`src/rtl/alu_share_arbiter.sv`:
```
// Round-robin front end that time-shares one combinational ALU between NUM_REQ requesters
// and registers its result into a single valid/ready response channel tagged with requester id.
module alu_share_arbiter #(
    parameter int REG_WIDTH = 32,
    parameter int NUM_REQ   = 3,
    localparam int ID_W     = (NUM_REQ > 1) ? $clog2(NUM_REQ) : 1,
    // control = {op1_sel[1:0], op2_sel[1:0], operation[3:0], use_unsigned}; all-zero = OP_ZERO/OP_ZERO/OP_ADD
    localparam int CTRL_W   = 9
) (
    input  logic                                 i_clk,
    input  logic                                 i_rst,
    input  logic [NUM_REQ-1:0]                   i_req_valid,
    output logic [NUM_REQ-1:0]                   o_req_ready,
    input  logic [NUM_REQ-1:0][CTRL_W-1:0]       i_req_control,
    input  logic [NUM_REQ-1:0][REG_WIDTH-1:0]    i_req_rs1,
    input  logic [NUM_REQ-1:0][REG_WIDTH-1:0]    i_req_rs2,
    input  logic [NUM_REQ-1:0][REG_WIDTH-1:0]    i_req_imm,
    input  logic [NUM_REQ-1:0][REG_WIDTH-1:0]    i_req_pc,
    output logic [CTRL_W-1:0]                    o_alu_control,
    output logic [REG_WIDTH-1:0]                 o_alu_rs1,
    output logic [REG_WIDTH-1:0]                 o_alu_rs2,
    output logic [REG_WIDTH-1:0]                 o_alu_imm,
    output logic [REG_WIDTH-1:0]                 o_alu_pc,
    input  logic [REG_WIDTH-1:0]                 i_alu_result,
    input  logic                                 i_alu_zero,
    input  logic                                 i_alu_less_than,
    output logic                                 o_rsp_valid,
    input  logic                                 i_rsp_ready,
    output logic [ID_W-1:0]                      o_rsp_id,
    output logic [REG_WIDTH-1:0]                 o_rsp_result,
    output logic                                 o_rsp_zero,
    output logic                                 o_rsp_less_than
);

    typedef enum logic {S_EMPTY, S_FULL} state_t;

    localparam logic [ID_W:0]   NUM_REQ_W = (ID_W+1)'(NUM_REQ);
    localparam logic [ID_W-1:0] LAST_IDX  = ID_W'(NUM_REQ - 1);

    state_t               state_q, state_d;
    logic [ID_W-1:0]      rr_ptr_q, rr_ptr_d;
    logic [ID_W-1:0]      rsp_id_q, rsp_id_d;
    logic [REG_WIDTH-1:0] rsp_result_q, rsp_result_d;
    logic                 rsp_zero_q, rsp_zero_d;
    logic                 rsp_lt_q, rsp_lt_d;

    logic                 can_issue;
    logic                 gnt_vld;
    logic [ID_W-1:0]      gnt_idx;
    logic [ID_W:0]        cand;

    assign can_issue = (state_q == S_EMPTY) || i_rsp_ready;

    // First valid requester at or after rr_ptr, wrapping; suppressed while reset is held.
    always_comb begin
        gnt_vld = 1'b0;
        gnt_idx = '0;
        cand    = '0;
        if (can_issue && !i_rst) begin
            for (int i = 0; i < NUM_REQ; i++) begin
                cand = {1'b0, rr_ptr_q} + (ID_W+1)'(i);
                if (cand >= NUM_REQ_W) cand = cand - NUM_REQ_W;
                if (!gnt_vld && i_req_valid[cand[ID_W-1:0]]) begin
                    gnt_vld = 1'b1;
                    gnt_idx = cand[ID_W-1:0];
                end
            end
        end
    end

    always_comb begin
        o_req_ready   = '0;
        o_alu_control = '0;
        o_alu_rs1     = '0;
        o_alu_rs2     = '0;
        o_alu_imm     = '0;
        o_alu_pc      = '0;
        if (gnt_vld) begin
            o_req_ready[gnt_idx] = 1'b1;
            o_alu_control        = i_req_control[gnt_idx];
            o_alu_rs1            = i_req_rs1[gnt_idx];
            o_alu_rs2            = i_req_rs2[gnt_idx];
            o_alu_imm            = i_req_imm[gnt_idx];
            o_alu_pc             = i_req_pc[gnt_idx];
        end
    end

    always_comb begin
        state_d      = state_q;
        rr_ptr_d     = rr_ptr_q;
        rsp_id_d     = rsp_id_q;
        rsp_result_d = rsp_result_q;
        rsp_zero_d   = rsp_zero_q;
        rsp_lt_d     = rsp_lt_q;
        if (gnt_vld) begin
            rr_ptr_d     = (gnt_idx == LAST_IDX) ? '0 : gnt_idx + ID_W'(1);
            rsp_id_d     = gnt_idx;
            rsp_result_d = i_alu_result;
            rsp_zero_d   = i_alu_zero;
            rsp_lt_d     = i_alu_less_than;
        end
        case (state_q)
            S_EMPTY: if (gnt_vld) state_d = S_FULL;
            S_FULL:  if (i_rsp_ready && !gnt_vld) state_d = S_EMPTY;
            default: state_d = S_EMPTY;
        endcase
    end

    always_ff @(posedge i_clk or posedge i_rst) begin
        if (i_rst) begin
            state_q      <= S_EMPTY;
            rr_ptr_q     <= '0;
            rsp_id_q     <= '0;
            rsp_result_q <= '0;
            rsp_zero_q   <= 1'b0;
            rsp_lt_q     <= 1'b0;
        end else begin
            state_q      <= state_d;
            rr_ptr_q     <= rr_ptr_d;
            rsp_id_q     <= rsp_id_d;
            rsp_result_q <= rsp_result_d;
            rsp_zero_q   <= rsp_zero_d;
            rsp_lt_q     <= rsp_lt_d;
        end
    end

    assign o_rsp_valid     = (state_q == S_FULL);
    assign o_rsp_id        = rsp_id_q;
    assign o_rsp_result    = rsp_result_q;
    assign o_rsp_zero      = rsp_zero_q;
    assign o_rsp_less_than = rsp_lt_q;

endmodule
```
`config.mk`:
```
export PLATFORM = sky130hd
export DESIGN_NAME = alu_share_arbiter
export DESIGN_NICKNAME = d
export VERILOG_FILES = /design/src/rtl/alu_share_arbiter.sv
export SDC_FILE = /design/constraint.sdc
export NUM_CORES = 1
export LEC_CHECK = 0
export ABC_AREA = 1
export CORE_AREA = 5 5 238 240
export DETAILED_ROUTE_END_ITERATION = 10
export DIE_AREA = 0 0 243 245
export GPL_ROUTABILITY_DRIVEN = 0
export PLACE_DENSITY = 0.49
export SETUP_SLACK_MARGIN = 0.4
export SYNTH_ARGS = -nofsm -noshare
export SYNTH_HDL_FRONTEND = slang
export SYNTH_SLANG_ARGS = --single-unit
```
`constraint.sdc`:
```
create_clock -name i_clk -period 3.8 [get_ports i_clk]
set_input_delay 0.76 -clock i_clk [delete_from_list [all_inputs] [get_ports i_clk]]
set_output_delay 0.76 -clock i_clk [all_outputs]
set_load 0.01 [all_outputs]
```
==> flow_summary.json <==
{
  "track_usage_pct": 14.17,
  "totalPowerFinal_uw": 11860,
  "tns_ns": 0,
  "cts-root-buf": "clkbuf_16",
  "min_to": "o_rsp_result[16]$_DFFE_PP0P_",
  "cts_buffers": 5,
  "yosys.area.top_type": "nand2_1",
  "synthCells": 1248,
  "die-area_um2": 59540,
  "postSynthAreaPerCell_um2": 5.005,
  "die_w_um": 243,
  "start_util_pct": 11.47,
  "synthesis.nets": 1701,
  "timing.critical_path.buf_inv": 8,
  "antenna_left": 0,
  "ys_seq_elements": 39,
  "placed_cell_area_um2": 13800,
  "yosys.cell_types.count": 20,
  "layout_common_cells": "clkdlybuf4s50_1, nand2_1, inv_1, nand3_1, nand3_2",
  "port_buffers": 627,
  "grt_pass1_wl_mm": 65.57,
  "ys_warn_count": 0,
  "antenna_found_initial": 8,
  "ys_top_cells_by_area": "nand2_1, nand3_1, inv_1",
  "first_global_vias": 10510,
  "r2r_cells": 14,
  "clk_latency_ns": 0.28,
  "status": "complete, no violations",
  "end_kind": "output pin",
  "synth_seq_area_share_pct": 15.63,
  "drive_above_1_share_pct": 26.88,
  "reg2reg_to": "o_rsp_less_than$_DFFE_PP0P_",
  "via_per_inst": 3.914,
  "hold_viol": 0,
  "core_um2": 54450,
  "start_kind": "register",
  "hold-path-cell-count": 2,
  "hold_ws_ns": 0.4800,
  "drv_slew": 0,
  "regToRegStartpoint": "rr_ptr_q[0]$_DFFE_PP0P_",
  "slew_headroom_pct": 64.84,
  "grt-ovfl-total": 0,
  "hp-class": "reg -> reg",
  "wire_per_inst_um": 17.87,
  "worst_pin_slew_ns": 0.5274,
  "worstSetupPathType": "reg -> out",
  "rows": 86,
  "grt_max_degree": 42,
  "fin_area_um2": 16060,
  "p_leak_uw": 0.008335,
  "setup_viol": 0,
  "final_common_cell": "clkdlybuf4s50_1",
  "drt_drc_violations_left": 0,
  "pin_count": 628,
  "numClockSinks": 39,
  "worstPathArrival_ns": 2.77,
  "cts_max_level": 2,
  "crit_path_max_fanout": 7,
  "syn_area_um2": 6246,
  "rrSetupSlack_ns": 1.33,
  "dp_hpwl_mm": 34.81,
  "fmaxAchievable_mhz": 283.3,
  "max_stage_delay_ns": 0.40,
  "path_clk_slew_ns": 0.06,
  "drtIter0Drc": 343,
  "clk_path_buf_depth": 2,
  "cpMostUsedCell": "buf_12",
  "area_growth_pct": 157.1,
  "fin_crit_sh_pct": 92.90,
  "period_minus_slack_ns": 3.530,
  "min-delay-start": "o_rsp_result[16]$_DFFE_PP0P_",
  "rsz0062_at_grt": "yes",
  "nNetsFinal": 2431,
  "wl_mm": 47.96,
  "place_inst": 2577,
  "slowest_stage": "dfrtp_1",
  "path_delay_family": "buffers and inverters",
  "cts_tree": "built",
  "die_height_um": 245,
  "peakVddDrop_mv": 0.4099,
  "first_pass_iters": 5,
  "powerDensity_nw_per_um2": 738.7,
  "vias": 10500,
  "cap_viol_max_count": 0,
  "crit_chain": "inv_2 -> ha_4 -> buf_4 -> nand2_4 -> nand3_4 -> nand4_1 -> nand2_2 -> nor2_8 -> nor2_8 -> buf_6 -> buf_12 -> buf_12 -> buf_12 -> buf_16 -> nand3_2 -> nand2_2 -> buf_6",
  "synth_top_area_share_pct": 31.85,
  "fin_skew_ns": 0.003097,
  "cp.required_ns": 3.04,
  "fin_cells": 2684
}
-- final cells by class --
| type | instances | area [um2] |
|---|---|---|
| clock buffers | 7 | 132.6 |
| repair buffers | 805 | 8322 |
| fillers | 6013 | 38390 |
| multi-input cells | 839 | 4646 |
| inverters | 288 | 1095 |
| well taps | 704 | 880.8 |
| diodes | 1 | 2.502 |
| clock inverters | 1 | 5.005 |
| flip-flops and latches | 39 | 975.9 |
-- state kept, by name (all words and copies together) (netlist names) --
register,cells
o_rsp_result,32
o_rsp_id,2
rr_ptr_q,2
o_rsp_less_than,1
o_rsp_valid,1
o_rsp_zero,1
-- layer usage --
metal / vias up / part of all wire, % / GRT usage [%]
met2: 466 / 49 / 25.19
met5: - / 0.073 / 0
met3: 54 / 7.0 / 3.539
met4: 6 / 2.0 / 2.470
met1: 4806 / 42 / 17.60
li1: 5172 / - / -
-- Yosys cell counts --
library cell	instances
ha_1	2
o21ai_4	1
inv_1	281
nand2_2	2
nor2_4	2
nand2_1	530
buf_12	1
buf_4	13
o21ai_0	3
nand3_1	276
nor2_8	2
clkbuf_1	5
nand4_1	1
nor2_1	5
nand3_2	12
inv_2	7
buf_2	51
o21ai_1	3
dfrtp_1	39
buf_6	12
-- tightest hold or removal path, cell delays in order (launching register included) --
cell     delay (ns)
dfrtp_1        0.34
nand2_1        0.05
nand2_1        0.05
-- power breakdown --
part           switching, uW  total [uW]  internal, uW
sequential               123         741           619
clock                    160         402           243
combinational           5500       10700          5220
-- how the worst max path moves through the flow --
stage	cells after the start	from	to	slack, ns
6_report	17	rr_ptr_q[0]$_DFFE_PP0P_	o_alu_rs2[13]	0.27
5_1_grt	18	rr_ptr_q[0]$_DFFE_PP0P_	o_alu_imm[26]	0.18
4_1_cts	17	rr_ptr_q[1]$_DFFE_PP0P_	o_alu_rs2[24]	0.30
3_5_place_dp	15	i_req_valid[0]	o_alu_rs2[20]	-0.27
3_3_place_gp	13	i_req_valid[2]	o_alu_rs2[20]	-0.31
2_1_floorplan	10	i_rst	o_alu_pc[10]	0.53
-- repair_timing --
item                                    in CTS  in global routing
buffers inserted                            46                 29
hold buffers                                 0                  0
pin swaps                                   26                 80
gates cloned                                15                  8
resized for setup                          550                315
endpoints found under the setup margin     140                139
-- metrics by stage --
step | setup slack [ns] | util [%]
global route | 0.1775 | 29.49
floorplan | 0.5341 | -
global placement | -0.3084 | 25.35
CTS | 0.3039 | 27.25
detailed placement | -0.2698 | 25.35
finish | 0.2698 | 29.49
-- cells by family (layout without fill, tap and decap cells) --
kind of cell	Yosys count	after routing	share of synthesized area, %
other	0	1	0
buffers and inverters	370	1101	25.74
AND/OR/NAND/NOR	830	830	57.49
flip-flops	39	39	15.63
AO/OA/AOI/OAI	7	7	0.7411
adder cells (fa/ha/maj)	2	2	0.4006
No activity file was read; power rests on OpenSTA's default activity.
